### src/rtl/uart_imem_loader.sv
// uart_imem_loader: boot-time program loader for the single-cycle RV32I core.
// Receives an image over an 8N1 UART line, writes it word by word into the
// instruction memory write port, and holds the core in reset until the whole
// image has arrived intact.
//
// Frame on the wire: 0xA5, LEN_LO, LEN_HI, then LEN*4 payload bytes, each
// 32-bit word sent little-endian.
//
// Optional build macro UART_IMEM_LOADER_CSUM_EN: one extra byte after the
// payload must equal the XOR of all payload bytes before the core is released.
//
// Handshake: there is no backpressure. The internal receiver raises rx_valid
// (or rx_ferr on a bad stop bit) for exactly one cycle per frame, and the
// loader FSM consumes that byte in the same cycle. imem_we is a one-cycle
// strobe; imem_waddr/imem_wdata are valid while imem_we is high and hold
// their values otherwise.

module uart_imem_loader #(
  parameter int CLKS_PER_BIT = 868,
  parameter int IMEM_WORDS   = 1024,
  parameter int ADDR_W       = 10
) (
  input  logic              clk,
  input  logic              rst_n,
  input  logic              uart_rx,
  output logic              imem_we,
  output logic [ADDR_W-1:0] imem_waddr,
  output logic [31:0]       imem_wdata,
  output logic              core_rst_n,
  output logic              load_done,
  output logic              load_err
);

  localparam int              CNT_W     = $clog2(CLKS_PER_BIT);
  localparam logic [CNT_W-1:0] HALF_M1  = CNT_W'(CLKS_PER_BIT / 2 - 1);
  localparam logic [CNT_W-1:0] FULL_M1  = CNT_W'(CLKS_PER_BIT - 1);
  localparam logic [15:0]     MAX_WORDS = 16'(IMEM_WORDS);
  localparam logic [7:0]      SYNC_BYTE = 8'hA5;

  // ---------------------------------------------------------------------------
  // UART receiver
  // ---------------------------------------------------------------------------
  typedef enum logic [1:0] {
    R_IDLE  = 2'd0,
    R_START = 2'd1,
    R_DATA  = 2'd2,
    R_STOP  = 2'd3
  } rx_state_t;

  rx_state_t        rx_state;
  rx_state_t        rx_state_next;
  logic             rx_s1;
  logic             rx_s2;
  logic             rx_q;
  logic             rx_fall;
  logic [CNT_W-1:0] clk_cnt;
  logic             half_tick;
  logic             full_tick;
  logic [2:0]       bit_cnt;
  logic [7:0]       rx_shift;
  logic             rx_valid;
  logic             rx_ferr;

  assign rx_fall   = rx_q & ~rx_s2;
  assign half_tick = (clk_cnt == HALF_M1);
  assign full_tick = (clk_cnt == FULL_M1);

  // Receiver next state: a start edge is re-checked at mid-bit to reject glitches.
  always_comb begin
    rx_state_next = rx_state;
    case (rx_state)
      R_IDLE:  if (rx_fall) rx_state_next = R_START;
      R_START: if (half_tick) rx_state_next = rx_s2 ? R_IDLE : R_DATA;
      R_DATA:  if (full_tick && (bit_cnt == 3'd7)) rx_state_next = R_STOP;
      R_STOP:  if (full_tick) rx_state_next = R_IDLE;
      default: rx_state_next = R_IDLE;
    endcase
  end

  // Receiver registers: synchroniser, bit timing, shift register and byte strobes.
  always_ff @(posedge clk) begin
    if (!rst_n) begin
      rx_s1    <= 1'b1;
      rx_s2    <= 1'b1;
      rx_q     <= 1'b1;
      rx_state <= R_IDLE;
      clk_cnt  <= '0;
      bit_cnt  <= 3'd0;
      rx_shift <= 8'd0;
      rx_valid <= 1'b0;
      rx_ferr  <= 1'b0;
    end else begin
      rx_s1    <= uart_rx;
      rx_s2    <= rx_s1;
      rx_q     <= rx_s2;
      rx_state <= rx_state_next;
      rx_valid <= 1'b0;
      rx_ferr  <= 1'b0;

      // The counter restarts on every state change and on every full bit period.
      if ((rx_state == R_IDLE) || (rx_state != rx_state_next) || full_tick) begin
        clk_cnt <= '0;
      end else begin
        clk_cnt <= clk_cnt + 1'b1;
      end

      if (rx_state == R_IDLE) begin
        bit_cnt <= 3'd0;
      end

      // Data arrives LSB first, so shift in from the top.
      if ((rx_state == R_DATA) && full_tick) begin
        rx_shift <= {rx_s2, rx_shift[7:1]};
        bit_cnt  <= bit_cnt + 3'd1;
      end

      if ((rx_state == R_STOP) && full_tick) begin
        if (rx_s2) begin
          rx_valid <= 1'b1;
        end else begin
          rx_ferr <= 1'b1;
        end
      end
    end
  end

  // ---------------------------------------------------------------------------
  // Loader FSM
  // ---------------------------------------------------------------------------
  typedef enum logic [2:0] {
    S_WAIT_SYNC = 3'd0,
    S_LEN_LO    = 3'd1,
    S_LEN_HI    = 3'd2,
    S_DATA      = 3'd3,
`ifdef UART_IMEM_LOADER_CSUM_EN
    S_CSUM      = 3'd4,
`endif
    S_DONE      = 3'd5,
    S_ERROR     = 3'd6
  } state_t;

  state_t      state;
  state_t      state_next;
  logic [7:0]  len_lo;
  logic [15:0] len;
  logic [15:0] len_word;
  logic [15:0] widx;
  logic [1:0]  bidx;
  logic [23:0] word_buf;
  logic        last_word;
`ifdef UART_IMEM_LOADER_CSUM_EN
  logic [7:0]  csum;
`endif

  assign len_word  = {rx_shift, len_lo};
  assign last_word = (widx == (len - 16'd1));

  // Loader next state: advances only on received bytes or framing errors.
  always_comb begin
    state_next = state;
    if (rx_ferr) begin
      // Noise before sync or after completion is harmless; anywhere else the image is suspect.
      if ((state != S_WAIT_SYNC) && (state != S_DONE)) begin
        state_next = S_ERROR;
      end
    end else if (rx_valid) begin
      case (state)
        S_WAIT_SYNC: if (rx_shift == SYNC_BYTE) state_next = S_LEN_LO;
        S_LEN_LO:    state_next = S_LEN_HI;
        S_LEN_HI: begin
          if ((len_word == 16'd0) || (len_word > MAX_WORDS)) begin
            state_next = S_ERROR;
          end else begin
            state_next = S_DATA;
          end
        end
        S_DATA: begin
          if ((bidx == 2'd3) && last_word) begin
`ifdef UART_IMEM_LOADER_CSUM_EN
            state_next = S_CSUM;
`else
            state_next = S_DONE;
`endif
          end
        end
`ifdef UART_IMEM_LOADER_CSUM_EN
        S_CSUM:      state_next = (rx_shift == csum) ? S_DONE : S_ERROR;
`endif
        S_DONE:      state_next = S_DONE;
        S_ERROR:     if (rx_shift == SYNC_BYTE) state_next = S_LEN_LO;
        default:     state_next = S_WAIT_SYNC;
      endcase
    end
  end

  // Loader state register and status outputs; the core leaves reset one cycle after DONE.
  always_ff @(posedge clk) begin
    if (!rst_n) begin
      state      <= S_WAIT_SYNC;
      load_done  <= 1'b0;
      load_err   <= 1'b0;
      core_rst_n <= 1'b0;
    end else begin
      state      <= state_next;
      load_done  <= (state_next == S_DONE);
      load_err   <= (state_next == S_ERROR);
      core_rst_n <= (state == S_DONE);
    end
  end

  // Loader datapath: length capture, word assembly and the memory write strobe.
  always_ff @(posedge clk) begin
    if (!rst_n) begin
      len_lo     <= 8'd0;
      len        <= 16'd0;
      widx       <= 16'd0;
      bidx       <= 2'd0;
      word_buf   <= 24'd0;
      imem_we    <= 1'b0;
      imem_waddr <= '0;
      imem_wdata <= 32'd0;
`ifdef UART_IMEM_LOADER_CSUM_EN
      csum       <= 8'd0;
`endif
    end else begin
      imem_we <= 1'b0;
      if (rx_valid && !rx_ferr) begin
        case (state)
          S_LEN_LO: len_lo <= rx_shift;
          S_LEN_HI: begin
            // Every accepted header restarts the image at address 0.
            len  <= len_word;
            widx <= 16'd0;
            bidx <= 2'd0;
`ifdef UART_IMEM_LOADER_CSUM_EN
            csum <= 8'd0;
`endif
          end
          S_DATA: begin
            bidx <= bidx + 2'd1;
`ifdef UART_IMEM_LOADER_CSUM_EN
            csum <= csum ^ rx_shift;
`endif
            case (bidx)
              2'd0: word_buf[7:0]   <= rx_shift;
              2'd1: word_buf[15:8]  <= rx_shift;
              2'd2: word_buf[23:16] <= rx_shift;
              default: begin
                // Fourth byte completes the word; publish it with a one-cycle strobe.
                imem_we    <= 1'b1;
                imem_waddr <= widx[ADDR_W-1:0];
                imem_wdata <= {rx_shift, word_buf};
                widx       <= widx + 16'd1;
              end
            endcase
          end
          default: ;
        endcase
      end
    end
  end

endmodule

### config.mk
export PLATFORM = sky130hd
export DESIGN_NAME = uart_imem_loader
export DESIGN_NICKNAME = d
export VERILOG_FILES = /design/src/rtl/uart_imem_loader.sv
export SDC_FILE = /design/constraint.sdc
export NUM_CORES = 1
export LEC_CHECK = 0
export ABC_AREA = 1
export CORE_ASPECT_RATIO = 2
export CORE_MARGIN = 3
export CORE_UTILIZATION = 33
export CTS_CLUSTER_DIAMETER = 80
export DETAILED_ROUTE_END_ITERATION = 10
export PLACE_DENSITY = 0.55
export RECOVER_POWER = 50
export SYNTH_ARGS = -nofsm -noshare
export SYNTH_HDL_FRONTEND = slang
export SYNTH_SLANG_ARGS = --single-unit
export TNS_END_PERCENT = 50
### constraint.sdc
create_clock -name clk -period 3.9 [get_ports clk]
set_input_delay 0.78 -clock clk [delete_from_list [all_inputs] [get_ports clk]]
set_output_delay 0.78 -clock clk [all_outputs]
set_load 0.05 [all_outputs]
==> out/metrics.cfg <==
[layout]
layout.nets = 881
utilization_pct = 40.1
stdcell_area_um2 = 7350
antenna_cells = 0
nFillCells = 1901
layout-area-overhead-vs-synth_pct = 19.6
final_cells = 1097
layout-drive-gt1-share_pct = 6.47

[global_routing]
globalRoute.totalOverflow = 0
grt_first_pass_wirelength_um = 25700
track_usage_pct = 16.7
antenna_found_initial = 0
grt_pass1_vias = 5206
grt_max_degree = 105

[logic_synthesis]
synthTopCellsByArea = dfxtp_1 47%, o21ai_0 9.5%, a21oi_1 8.6%, nand2_1 7.3%, inv_1 6.2%
synth_edf_count = 0
avgSynthCellArea_um2 = 7.39
synthArstFlopShare_pct = 0
ys_types = 38
synth_cells = 831
ys_ff_latch = 143
ys_warn_count = 0
yosys.area.top_type = dfxtp_1
synthFlopType = dfxtp_1
synth_top_area_share_pct = 46.6
netlist_area_um2 = 6140
ys_seq_area_share_pct = 46.6
synth_nets = 844

[floorplan]
fp.dieArea_um2 = 20400
io-pin-count = 49
die_w_um = 102
coreArea_um2 = 18300
num_rows = 70
initial_utilization_pct = 33.6
dieHeight_um = 199

[status]
status = complete, but fails checks
violations = max-capacitance violations, max-slew violations

[cts]
cts_resized = 0
cts_tree = yes
clk_pin_slew_ps = 60
clock_path_buffers = 2
clk_latency_ps = 420
post-cts-setup-buffers = 0
clockRootBuffer = clkbuf_16
numCtsBuffers = 17
cts_sinks = 143
ctsHoldBuffers = 0
htreeDepth = 4

[worst_setup_path]
reg2reg_to = widx[11]$_SDFFE_PN0P_
critPathRequiredTime_ps = 4270
worstSetupPathType = reg2reg
startpoint = state[0]$_SDFF_PN0_
start_kind = register
r2r_slack_ps = 1240
worst-path-max-fanout = 29
end_kind = register
crit_arrival_ps = 3030
r2r_start = state[0]$_SDFF_PN0_
r2r_cells = 9

[drt]
wl_um = 16200
vias = 5288
detail_route.wl_per_cell_um = 14.8
firstDrtPassIters = 4
ant_nets = 0
vias_per_cell = 4.82
drt-initial-drc-count = 190
drc = 0

[sta]
finalCritPeriodShare_pct = 68.2
finalWorstPathRequiredPeriod_ps = 2660
fin_skew_ps = 10.7
setup_tns_ps = 0
maxSlewViolCount = 105
fmax_ghz = 0.376
layout_setup_ws_ps = 1240
slew_headroom_pct = -15.3
rsz0062_at_grt = false
worst-slew-pin-transition_ps = 1730
whs_ps = 422
finalSetupViolCount = 0
hold_violations = 0

[flow_run]
cap_viol_max_count = 1

[place]
dp_hpwl_um = 12000
dp.cells = 1065
place.gp.congestion = 0.865
portBuffers = 48
preCtsSetupSlack_ps = 1360
place_area_um2 = 6790

[power_and_ir_drop]
irDropWorstVdd_uv = 268
powerDensity_nw_per_um2 = 418
leakagePower_nw = 3.03
power.total_mw = 3.07

[min_path]
hold_depth = 1
min_to = rx_s2$_SDFF_PN1_
worstHoldStart = rx_s1$_SDFF_PN1_
hold_class = reg2reg

[registers in the layout (all words and copies together) (netlist names), 2 cells and up]
| register | count |
|---|---|
| imem_wdata | 32 |
| word_buf | 24 |
| len | 16 |
| widx | 16 |
| clk_cnt | 10 |
| imem_waddr | 10 |
| len_lo | 8 |
| rx_shift | 8 |
| bit_cnt | 3 |
| state | 3 |
| bidx | 2 |
| rx_state | 2 |
[metal layers]
| layer | track usage, % | share of wire, % | wire length (µm) |
|---|---|---|---|
| met1 | 14.9 | 35 | 5680 |
| met2 | 32.8 | 59 | 9540 |
| met3 | 3.30 | 1.8 | 291 |
| met4 | 9.68 | 4.2 | 682 |
| met5 | 0 | 0 | 0 |
[synth_stat cells (all sizes together), types with 4 or more instances]
cell type / count
xnor2: 7
clkbuf: 32
nand2: 124
nand4: 8
a21oi: 106
nand3: 33
nor3: 7
inv: 104
o21ai: 118
nor4: 4
dfxtp: 143
ha: 10
nor2: 105
xor2: 11
[worst max-delay path by stage]
stage                            endpoint  slack, ps  cells after the start
detailed placement  clk_cnt[2]$_SDFF_PP0_       1360                     10
floorplan           clk_cnt[0]$_SDFF_PP0_       1950                     10
global route         widx[8]$_SDFFE_PN0P_        890                      8
finish              widx[11]$_SDFFE_PN0P_       1240                      9
CTS                 clk_cnt[6]$_SDFF_PP0_       1340                     10
global placement    clk_cnt[5]$_SDFF_PP0_       1460                     10
[worst max-delay path: stages, from the launching register on]
cell	delay [ps]
dfxtp_1	400
inv_1	110
nand2_1	100
nor2_2	60
nand2_1	610
inv_2	190
nor2_1	610
inv_1	210
a21oi_1	170
o21a_1	130
[area by class of cell]
| type | count | area (µm²) | share of cell area (%) |
|---|---|---|---|
| tap | 216 | 270 | 3.68 |
| timing repair buffer | 51 | 488 | 6.64 |
| clock inverter | 12 | 111 | 1.52 |
| inverter | 104 | 390 | 5.31 |
| multi-input combinational | 551 | 2760 | 37.5 |
| clock buffer | 20 | 467 | 6.35 |
| sequential | 143 | 2860 | 39.0 |
[cells in the final DEF, fill, tap and decap left out, types with 5 or more instances in the layout]
cell type        Yosys  layout
nor2_1              96      97
clkdlybuf4s50_1      0      47
nand3_1             30      30
nor2_2               5       5
ha_1                10      10
xor2_1              11      11
dfxtp_1            143     143
inv_1              101     101
nand4_1              8       8
nand2_1            120     121
nor3_1               5       5
xnor2_1              7       7
o21ai_0            116     117
clkbuf_16            0      17
a21oi_1            106     106
[power by group]
part | internal [mW] | switching, mW | leakage [nW]
registers | 1.46 | 0.00226 | 1.15
logic | 0.0120 | 0.0319 | 1.60
clock network | 0.929 | 0.631 | 0.278
total | 2.40 | 0.665 | 3.03
[logic make-up (layout without fill, tap and decap cells)]
family                     count (synthesis)  count (layout)  synth area share, %
buffers and inverters                    137             187                 8.37
AOI/OAI and AO/OA                        234             234                 19.6
adders and majority gates                 10              10                 2.04
xor gates and xnor gates                  18              18                 2.57
DFF                                      143             143                 46.6
and+or+nand+nor                          289             289                 20.8
No activity file was read; power rests on OpenSTA's default activity.
